[src/rtl/y_cond_pkg.sv]
`default_nettype none
// ============================================================================
// Module  : y_cond_pkg
// Purpose : Shared types and constants for the y_input_conditioner block:
//           debounce FSM state encoding, synchroniser depth and the default
//           debounce length.
// Ports   : none (package)
// Config  : none
// Revision: 1.0 - initial release
// ============================================================================
package y_cond_pkg;

    // Debounce FSM states. SETTLING is the reset state so that the reset
    // value of the candidate (0) qualifies through the normal path.
    typedef enum logic [1:0] {
        ST_SETTLING = 2'd0,
        ST_IDLE     = 2'd1,
        ST_PENDING  = 2'd2
    } state_e;

    localparam int SYNC_STAGES      = 2;
    localparam int DEBOUNCE_DEFAULT = 4;

endpackage : y_cond_pkg
`default_nettype wire

[src/rtl/sync_2ff.sv]
`default_nettype none
// ============================================================================
// Module  : sync_2ff
// Purpose : Single-bit two-flop synchroniser with synchronous reset. Brings an
//           asynchronous input into the clk domain; only the last stage may be
//           used by downstream logic.
// Ports   : clk_i - clock, rising edge
//           rst_i - synchronous active-high reset (all stages to 0)
//           d_i   - asynchronous input bit
//           q_o   - synchronised output (last stage)
// Config  : none
// Revision: 1.0 - initial release
// ============================================================================
module sync_2ff
    import y_cond_pkg::*;
(
    input  logic clk_i,
    input  logic rst_i,
    input  logic d_i,
    output logic q_o
);

    // Bit 0 is the first (metastability-exposed) stage.
    logic [SYNC_STAGES-1:0] sync_q;

    always_ff @(posedge clk_i) begin
        if (rst_i) begin
            sync_q <= '0;
        end else begin
            sync_q <= {sync_q[SYNC_STAGES-2:0], d_i};
        end
    end

    assign q_o = sync_q[SYNC_STAGES-1];

endmodule : sync_2ff
`default_nettype wire

[src/rtl/y_input_conditioner.sv]
`default_nettype none
// ============================================================================
// Module  : y_input_conditioner
// Purpose : Synchronises and debounces the asynchronous branch-select input
//           and presents a stable y to the dispatch sequencer. While hold is
//           high, a qualified value waits in PENDING so y never changes
//           during a dispatch state.
// Ports   : clk        - clock, rising edge
//           reset      - synchronous active-high reset
//           y_raw      - asynchronous branch-select input [WIDTH]
//           hold       - freezes y while high
//           y          - debounced, stable select [WIDTH]
//           y_valid    - high once a value has been accepted after reset
//           y_change   - one-cycle pulse when y takes a new, different value
//           glitch_cnt - aborted-candidate count [GCNT_W] (optional)
// Config  : Y_GLITCH_COUNT_EN - when defined, adds the glitch_cnt port and
//           its saturating counter.
// Revision: 1.0 - initial release
// ============================================================================
module y_input_conditioner
    import y_cond_pkg::*;
#(
    parameter int WIDTH    = 2,
    parameter int DEBOUNCE = DEBOUNCE_DEFAULT,
    parameter int GCNT_W   = 8
) (
    input  logic              clk,
    input  logic              reset,
    input  logic [WIDTH-1:0]  y_raw,
    input  logic              hold,
    output logic [WIDTH-1:0]  y,
    output logic              y_valid,
`ifdef Y_GLITCH_COUNT_EN
    output logic [GCNT_W-1:0] glitch_cnt,
`endif
    output logic              y_change
);

    // Parameter legality is checked at elaboration.
    generate
        if (DEBOUNCE < 1 || DEBOUNCE > 255 || GCNT_W < 1 || WIDTH < 1) begin : g_bad_param
            $error("y_input_conditioner: illegal parameter value");
        end
    endgenerate

    localparam logic [7:0] c_cnt_last = 8'(DEBOUNCE - 1);

    // ------------------------------------------------------------------
    // Synchronisers
    // ------------------------------------------------------------------
    logic [WIDTH-1:0] w_sync2;

    generate
        for (genvar gi = 0; gi < WIDTH; gi++) begin : g_sync
            sync_2ff u_sync (
                .clk_i (clk),
                .rst_i (reset),
                .d_i   (y_raw[gi]),
                .q_o   (w_sync2[gi])
            );
        end
    endgenerate

    // ------------------------------------------------------------------
    // Debounce FSM, counter and output registers
    // ------------------------------------------------------------------
    state_e           state_q,    state_d;
    logic [WIDTH-1:0] cand_q,     cand_d;
    logic [7:0]       cnt_q,      cnt_d;
    logic [WIDTH-1:0] y_q,        y_d;
    logic             y_valid_q,  y_valid_d;
    logic             y_change_q, y_change_d;
    logic             w_restart;

    always_ff @(posedge clk) begin
        if (reset) begin
            state_q    <= ST_SETTLING;
            cand_q     <= '0;
            cnt_q      <= '0;
            y_q        <= '0;
            y_valid_q  <= 1'b0;
            y_change_q <= 1'b0;
        end else begin
            state_q    <= state_d;
            cand_q     <= cand_d;
            cnt_q      <= cnt_d;
            y_q        <= y_d;
            y_valid_q  <= y_valid_d;
            y_change_q <= y_change_d;
        end
    end

    always_comb begin
        logic accept;
        state_d    = state_q;
        cand_d     = cand_q;
        cnt_d      = cnt_q;
        y_d        = y_q;
        y_valid_d  = y_valid_q;
        y_change_d = 1'b0;
        w_restart  = 1'b0;
        accept     = 1'b0;

        if (w_sync2 != cand_q) begin
            // A new synchronised value restarts qualification from any
            // state; this also discards a value waiting in PENDING.
            w_restart = 1'b1;
            cand_d    = w_sync2;
            cnt_d     = '0;
            state_d   = ST_SETTLING;
        end else begin
            case (state_q)
                ST_SETTLING: begin
                    if (cnt_q < c_cnt_last) begin
                        cnt_d = cnt_q + 8'd1;
                    end else if (!hold) begin
                        accept  = 1'b1;
                        state_d = ST_IDLE;
                    end else begin
                        state_d = ST_PENDING;
                    end
                end
                ST_PENDING: begin
                    if (!hold) begin
                        accept  = 1'b1;
                        state_d = ST_IDLE;
                    end
                end
                default: begin
                    // IDLE: y already reflects the candidate.
                end
            endcase
        end

        if (accept) begin
            y_d        = cand_q;
            y_valid_d  = 1'b1;
            // First acceptance after reset always pulses, even for value 0.
            y_change_d = (cand_q != y_q) || !y_valid_q;
        end
    end

    assign y        = y_q;
    assign y_valid  = y_valid_q;
    assign y_change = y_change_q;

`ifdef Y_GLITCH_COUNT_EN
    // ------------------------------------------------------------------
    // Glitch counter: counts candidates abandoned part-way through
    // qualification or while waiting for hold to drop. A restart from
    // IDLE, or from SETTLING before any counting, is a normal change.
    // ------------------------------------------------------------------
    logic [GCNT_W-1:0] glitch_q, glitch_d;
    logic              w_glitch;

    assign w_glitch = w_restart &&
                      (((state_q == ST_SETTLING) && (cnt_q != 8'd0)) ||
                       (state_q == ST_PENDING));

    always_comb begin
        glitch_d = glitch_q;
        if (w_glitch && (glitch_q != {GCNT_W{1'b1}})) begin
            glitch_d = glitch_q + 1'b1;
        end
    end

    always_ff @(posedge clk) begin
        if (reset) begin
            glitch_q <= '0;
        end else begin
            glitch_q <= glitch_d;
        end
    end

    assign glitch_cnt = glitch_q;
`endif

endmodule : y_input_conditioner
`default_nettype wire

[config.mk]
export PLATFORM = sky130hd
export DESIGN_NAME = y_input_conditioner
export DESIGN_NICKNAME = d
export VERILOG_FILES = /design/src/rtl/y_cond_pkg.sv /design/src/rtl/sync_2ff.sv /design/src/rtl/y_input_conditioner.sv
export SDC_FILE = /design/constraint.sdc
export NUM_CORES = 1
export LEC_CHECK = 0
export ABC_AREA = 1
export ABC_CLOCK_PERIOD_IN_PS = 1700
export BUFFER_PORTS_ARGS = -buffer_cell sky130_fd_sc_hd__buf_2
export CAP_MARGIN = 10
export CORE_MARGIN = 10
export CORE_UTILIZATION = 57
export DETAILED_ROUTE_END_ITERATION = 6
export PLACE_DENSITY = 0.78
export SYNTH_ARGS = -nofsm -noshare
export SYNTH_HDL_FRONTEND = slang
export SYNTH_HIERARCHICAL = 1
export SYNTH_SLANG_ARGS = --single-unit
export TNS_END_PERCENT = 30
[constraint.sdc]
create_clock -name clk -period 1.7 [get_ports clk]
set_input_delay 0.34 -clock clk [delete_from_list [all_inputs] [get_ports clk]]
set_output_delay 0.34 -clock clk [all_outputs]
set_load 0.01 [all_outputs]
# --- Word-level counts from Yosys, hierarchy flattened ---
# Index checks and enable logic that the tools add are counted.
totals:
  latchBits: 0
  ram_bits: 0
  register_bits: 20
  mem_bits_ro: 0
  input_bits: 5
  memories: 0
  output_inout_bits: 4
classes:
  n_mux: 8
  eq_ne: 5
  mul: 0
  shift: 0
  order_cmp: 1
  add_sub_neg: 1
  n_bitwise: 1
  n_reduce_logical: 8
  n_div: 0
op_table:
  columns: ["cell", "count"]
  rows:
  - ["adder 8 x 1 -> 8 bit, second input constant", 1]
  - ["less-than comparator 8 x 2 -> 1 bit, second input constant", 1]
  - ["2-to-1 mux 2 bit", 3]
  - ["!= test 2 bit", 2]
  - ["!= test 2 bit, second input constant", 2]
  - ["case mux 2 bit (2 select lines)", 1]
  - ["OR reduction 2 bit", 2]
  - ["2-to-1 mux 1 bit", 3]
  - ["AND reduction 3 bit", 1]
  - ["equality test 2 bit, second input constant", 1]
  - ["logical NOT 2 bit", 1]
  - ["case mux 1 bit (2 select lines)", 1]
  - ["AND reduction 2 bit", 1]
  - ["nonzero test 2 bit", 1]
  - ["logical NOT 1 bit", 1]
  - ["logical OR 1 bit", 1]
  - ["NOT 1 bit", 1]

# --- Logic depth before layout (Yosys ltp) ---
depth:
  depth_word: 6
  ltp_mapped: 8
  mapped_depth_nobuf: 8

# --- Modules after synthesis ---
# The synthesis kept the hierarchy.
modules_own_cells:
  columns: ["mod", "seq_area_each_um2", "area_per_inst_um2", "instances", "cells_each"]
  rows:
  - ["y_input_conditioner", 320.3, 651.9, 1, 84]
  - ["sync_2ff", 40.0, 55.1, 2, 6]

# --- Least setup slack after synthesis ---
# Ideal clock, no wire load.
synth_path:
  kind: "register to register"
  startpoint: "register cnt_q[0]"
  endpoint: "register y_q[0], in the netlist y[0]"
  setup_slack_ns: 0.605
  required_time_ns: 1.590
  arrival_ns: 0.985
  n_path_buf: 0
  path_stages_with_launch: 8
  cell_sequence: "dfxtp_1 -> ha_1 -> nor2_2 -> nand3_2 -> nand3_2 -> nand2_1 -> inv_1 -> nor2_1"
synth_between:
  elab_chain_cells: 4
synth_rtl:
  columns: ["item", "line", "rtl"]
  rows:
  - ["start, declared", "y_input_conditioner.sv:69", "logic [7:0] cnt_q, cnt_d;"]
  - ["start signal, assigned", "y_input_conditioner.sv:86", "cnt_q <= cnt_d;"]
  - ["less-than comparator 8 x 2 -> 1 bit", "y_input_conditioner.sv:114", "if (cnt_q < c_cnt_last) begin"]
  - ["2-to-1 mux 1 bit", "y_input_conditioner.sv:114", null]
  - ["case mux 1 bit (2 select lines)", "y_input_conditioner.sv:112", "case (state_q)"]
  - ["2-to-1 mux 1 bit", "y_input_conditioner.sv:104", "if (w_sync2 != cand_q) begin"]
  - ["end signal, assigned", "y_input_conditioner.sv:87", "y_q <= y_d;"]
  - ["end, declared", "y_input_conditioner.sv:70", "logic [WIDTH-1:0] y_q, y_d;"]
# Every way passes these cells.
# A chain may end at the register's enable or synchronous reset.

# --- Final worst setup path ---
layout_path:
  startpoint: "register cnt_q[0]"
  endpoint: "register y_q[1], in the netlist y[1]"
# Same word-level chain as after synthesis.

==> results.json <==
{
  "synthCells": 96,
  "worst-path-buf-inv": 1,
  "p_leak_uw": 0.0004130,
  "multi_input_area_sq_um": 282.8,
  "arrival_ns": 1.40,
  "place_congestion": 0.8211,
  "cts_resized": 0,
  "setup-violations-final": 0,
  "max_freq_mhz": 833.8,
  "worst_skew_pair.late_latency_ns": 0.29,
  "die_w_um": 56.56,
  "grt_overflow": 0,
  "cts_sinks": 20,
  "core_area_sq_um": 1285,
  "final_max_slew_viol_count": 0,
  "slowest_delay_ns": 0.33,
  "cts_made_buffers": 3,
  "end_kind": "register",
  "crit_fanout": 5,
  "cp_common_cell": "nand3_2",
  "status": "finished, final reports clean",
  "post_synth.cell_area_avg_sq_um": 7.937,
  "portBuffers": 8,
  "via_count": 565,
  "synth_top_family_by_area": "simple AND/OR/NAND/NOR gates",
  "cts.clk_slew.worst_paths_ns": 0.10,
  "synthXorXnorAreaFrac_pct": 2.299,
  "worst_path_max_delay_cell": "dfxtp_1",
  "utilization_pct": 65.63,
  "fin_crit_sh_pct": 70.55,
  "die_y_um": 56.56,
  "grt_pass1_wl_um": 2104,
  "die_area_sq_um": 3199,
  "hold_viol_final": 0,
  "worst_slew_pin_slew_ns": 0.2132,
  "cp_cell_sequence": "ha_1 > nor2_2 > nand3_2 > nand3_2 > nand2_1 > inv_1 > nor2_1",
  "synth_nets": 102,
  "cts-root-buf": "clkbuf_4",
  "dpl.hpwl_um": 869.8,
  "post-route-min-period_ns": 1.199,
  "finalSetupTns_ns": 0,
  "hold_buffers": 0,
  "drv_cap": 0,
  "synth_top_area_share_pct": 52.55,
  "yosys.area_share.adder_pct": 1.642,
  "routed_wl_um": 1121,
  "dp_cells": 119,
  "layout-area-overhead-vs-synth_pct": 10.67,
  "yosysWarnings": 6,
  "stdcell_count": 122,
  "dr.pass1.iters": 4,
  "drtIter0Drc": 10,
  "syn_area_sq_um": 762.0,
  "register_area_sq_um": 400.4,
  "ys_seq_elements": 20,
  "antenna_found_initial": 0,
  "rrSetupSlack_ns": 0.50,
  "num_antenna_cells": 0,
  "drive_above_1_share_pct": 20.56,
  "synth_cell_types": 16,
  "path_delay_family": "simple AND/OR/NAND/NOR gates",
  "num-fill-cells": 119,
  "synth_area_leaders": "dfxtp_1, inv_1, nor2_1, nand2_1, nor2_4",
  "synth-simple-area-share_pct": 29.89,
  "via_per_inst": 4.631,
  "cp-start-kind": "register",
  "relSlewSlack_pct": 85.77,
  "routedWlPerCell_um": 9.189,
  "crit_type": "reg -> reg",
  "crit_required_ns": 1.90,
  "first_global_vias": 566,
  "fin_nets": 115,
  "initial_core_util_pct": 59.30,
  "vdd_drop_max_mv": 0.4400,
  "finalClockSkew_ns": 0.005434,
  "grt_max_degree": 11,
  "cts_tree": "yes",
  "synthMuxAreaShare_pct": 0,
  "synth_compound_area_share_pct": 3.284,
  "final_antenna_net_count": 0,
  "synth_area_leader_cell": "dfxtp_1",
  "yosysSeqAreaShare_pct": 52.55,
  "pin_count": 9,
  "rsz0062_at_grt": "false",
  "post-cts-setup-buffer-count": 0,
  "cts_buffer_depth": 2,
  "grtUsageTotal_pct": 7.866,
  "hold_path_class": "in -> reg",
  "rows": 13,
  "htreeDepth": 1,
  "power.density_nw_per_um2": 912.0,
  "drc": 0
}
==> layer usage <==
layer	track usage, %	routed length [um]	vias to the layer above
met1	8.312	522	237
li1	-	-	309
met4	5.155	30	0
met3	2.697	69	5
met5	0	0	-
met2	12.85	499	14
==> logic make-up (layout without fill, tap and decap cells) <==
| family | after synthesis | in the layout |
|---|---|---|
| simple gates | 47 | 47 |
| buf+inv | 21 | 32 |
| flops | 20 | 20 |
| compound gates | 5 | 5 |
| xor+xnor | 2 | 2 |
| fa+ha+maj | 1 | 1 |
==> per-stage QoR <==
step,worst slack (ns),hold WS [ns],area [sq um],power (uW)
2_1_floorplan,0.6050,0.3883,762.0,550.7
3_3_place_gp,0.5602,0.3902,820.8,568.5
5_1_grt,0.3753,0.2469,843.3,800.2
3_5_place_dp,0.5259,0.3957,820.8,570.7
6_report,0.5007,0.2380,843.3,769.1
4_1_cts,0.5019,0.2383,843.3,777.2
==> power breakdown <==
group	total [uW]	internal (uW)	switching, uW
sequential	491	483	8.49
clock	210	82.5	128
combinational	67.6	26.9	40.7
==> worst register-to-register path, delay by kind of cell, from the launching register on <==
| kind | cells | cell delay [ns] |
|---|---|---|
| adders and majority gates | 1 | 0.20 |
| buffers and inverters | 1 | 0.05 |
| and+or+nand+nor | 5 | 0.53 |
| DFF | 1 | 0.33 |
==> sequential cells by signal, indices dropped and copies added, names as in the netlist <==
signal                cells
y                         2
state_q                   2
y_change                  1
g_sync.u_sync/sync_q      4
y_valid                   1
cand_q                    2
cnt_q                     8
==> synth_stat cells (all sizes together) <==
cell type,n
a21oi,4
dfxtp,20
ha,1
inv,21
nand2,16
nand3,3
nand4,3
nor2,23
nor3,2
o21ai,1
xor2,2
==> cell usage in the layout, fill, tap and decap left out <==
master and n:
dfxtp_1 20, inv_1 19, nor2_1 19, nand2_1 13
buf_2 8, a21oi_1 4, nand2_2 3, nand4_1 3
clkbuf_4 3, nor2_2 2, nand3_2 2, nor2_4 2
inv_2 2, xor2_1 2, nor3_1 2, o21ai_0 1
nand3_1 1, ha_1 1
==> final timing paths <==
check	start	endpoint	depth (start not counted)
hold / removal	y_raw[0]	g_sync[0].u_sync/sync_q[0]	3
setup reg to reg	cnt_q[0]	y[1]	7
hold reg to reg	g_sync[1].u_sync/sync_q[0]	g_sync[1].u_sync/sync_q[1]	2
setup / recovery	cnt_q[0]	y[1]	7
==> layout make-up <==
cell class | instances | area share, %
inverters | 21 | 9.347
clock buffers | 3 | 2.671
flip-flops and latches | 20 | 47.48
repair buffers | 8 | 4.748
multi-input cells | 55 | 33.53
well taps | 15 | 2.226
No activity file was read; power rests on OpenSTA's default activity.
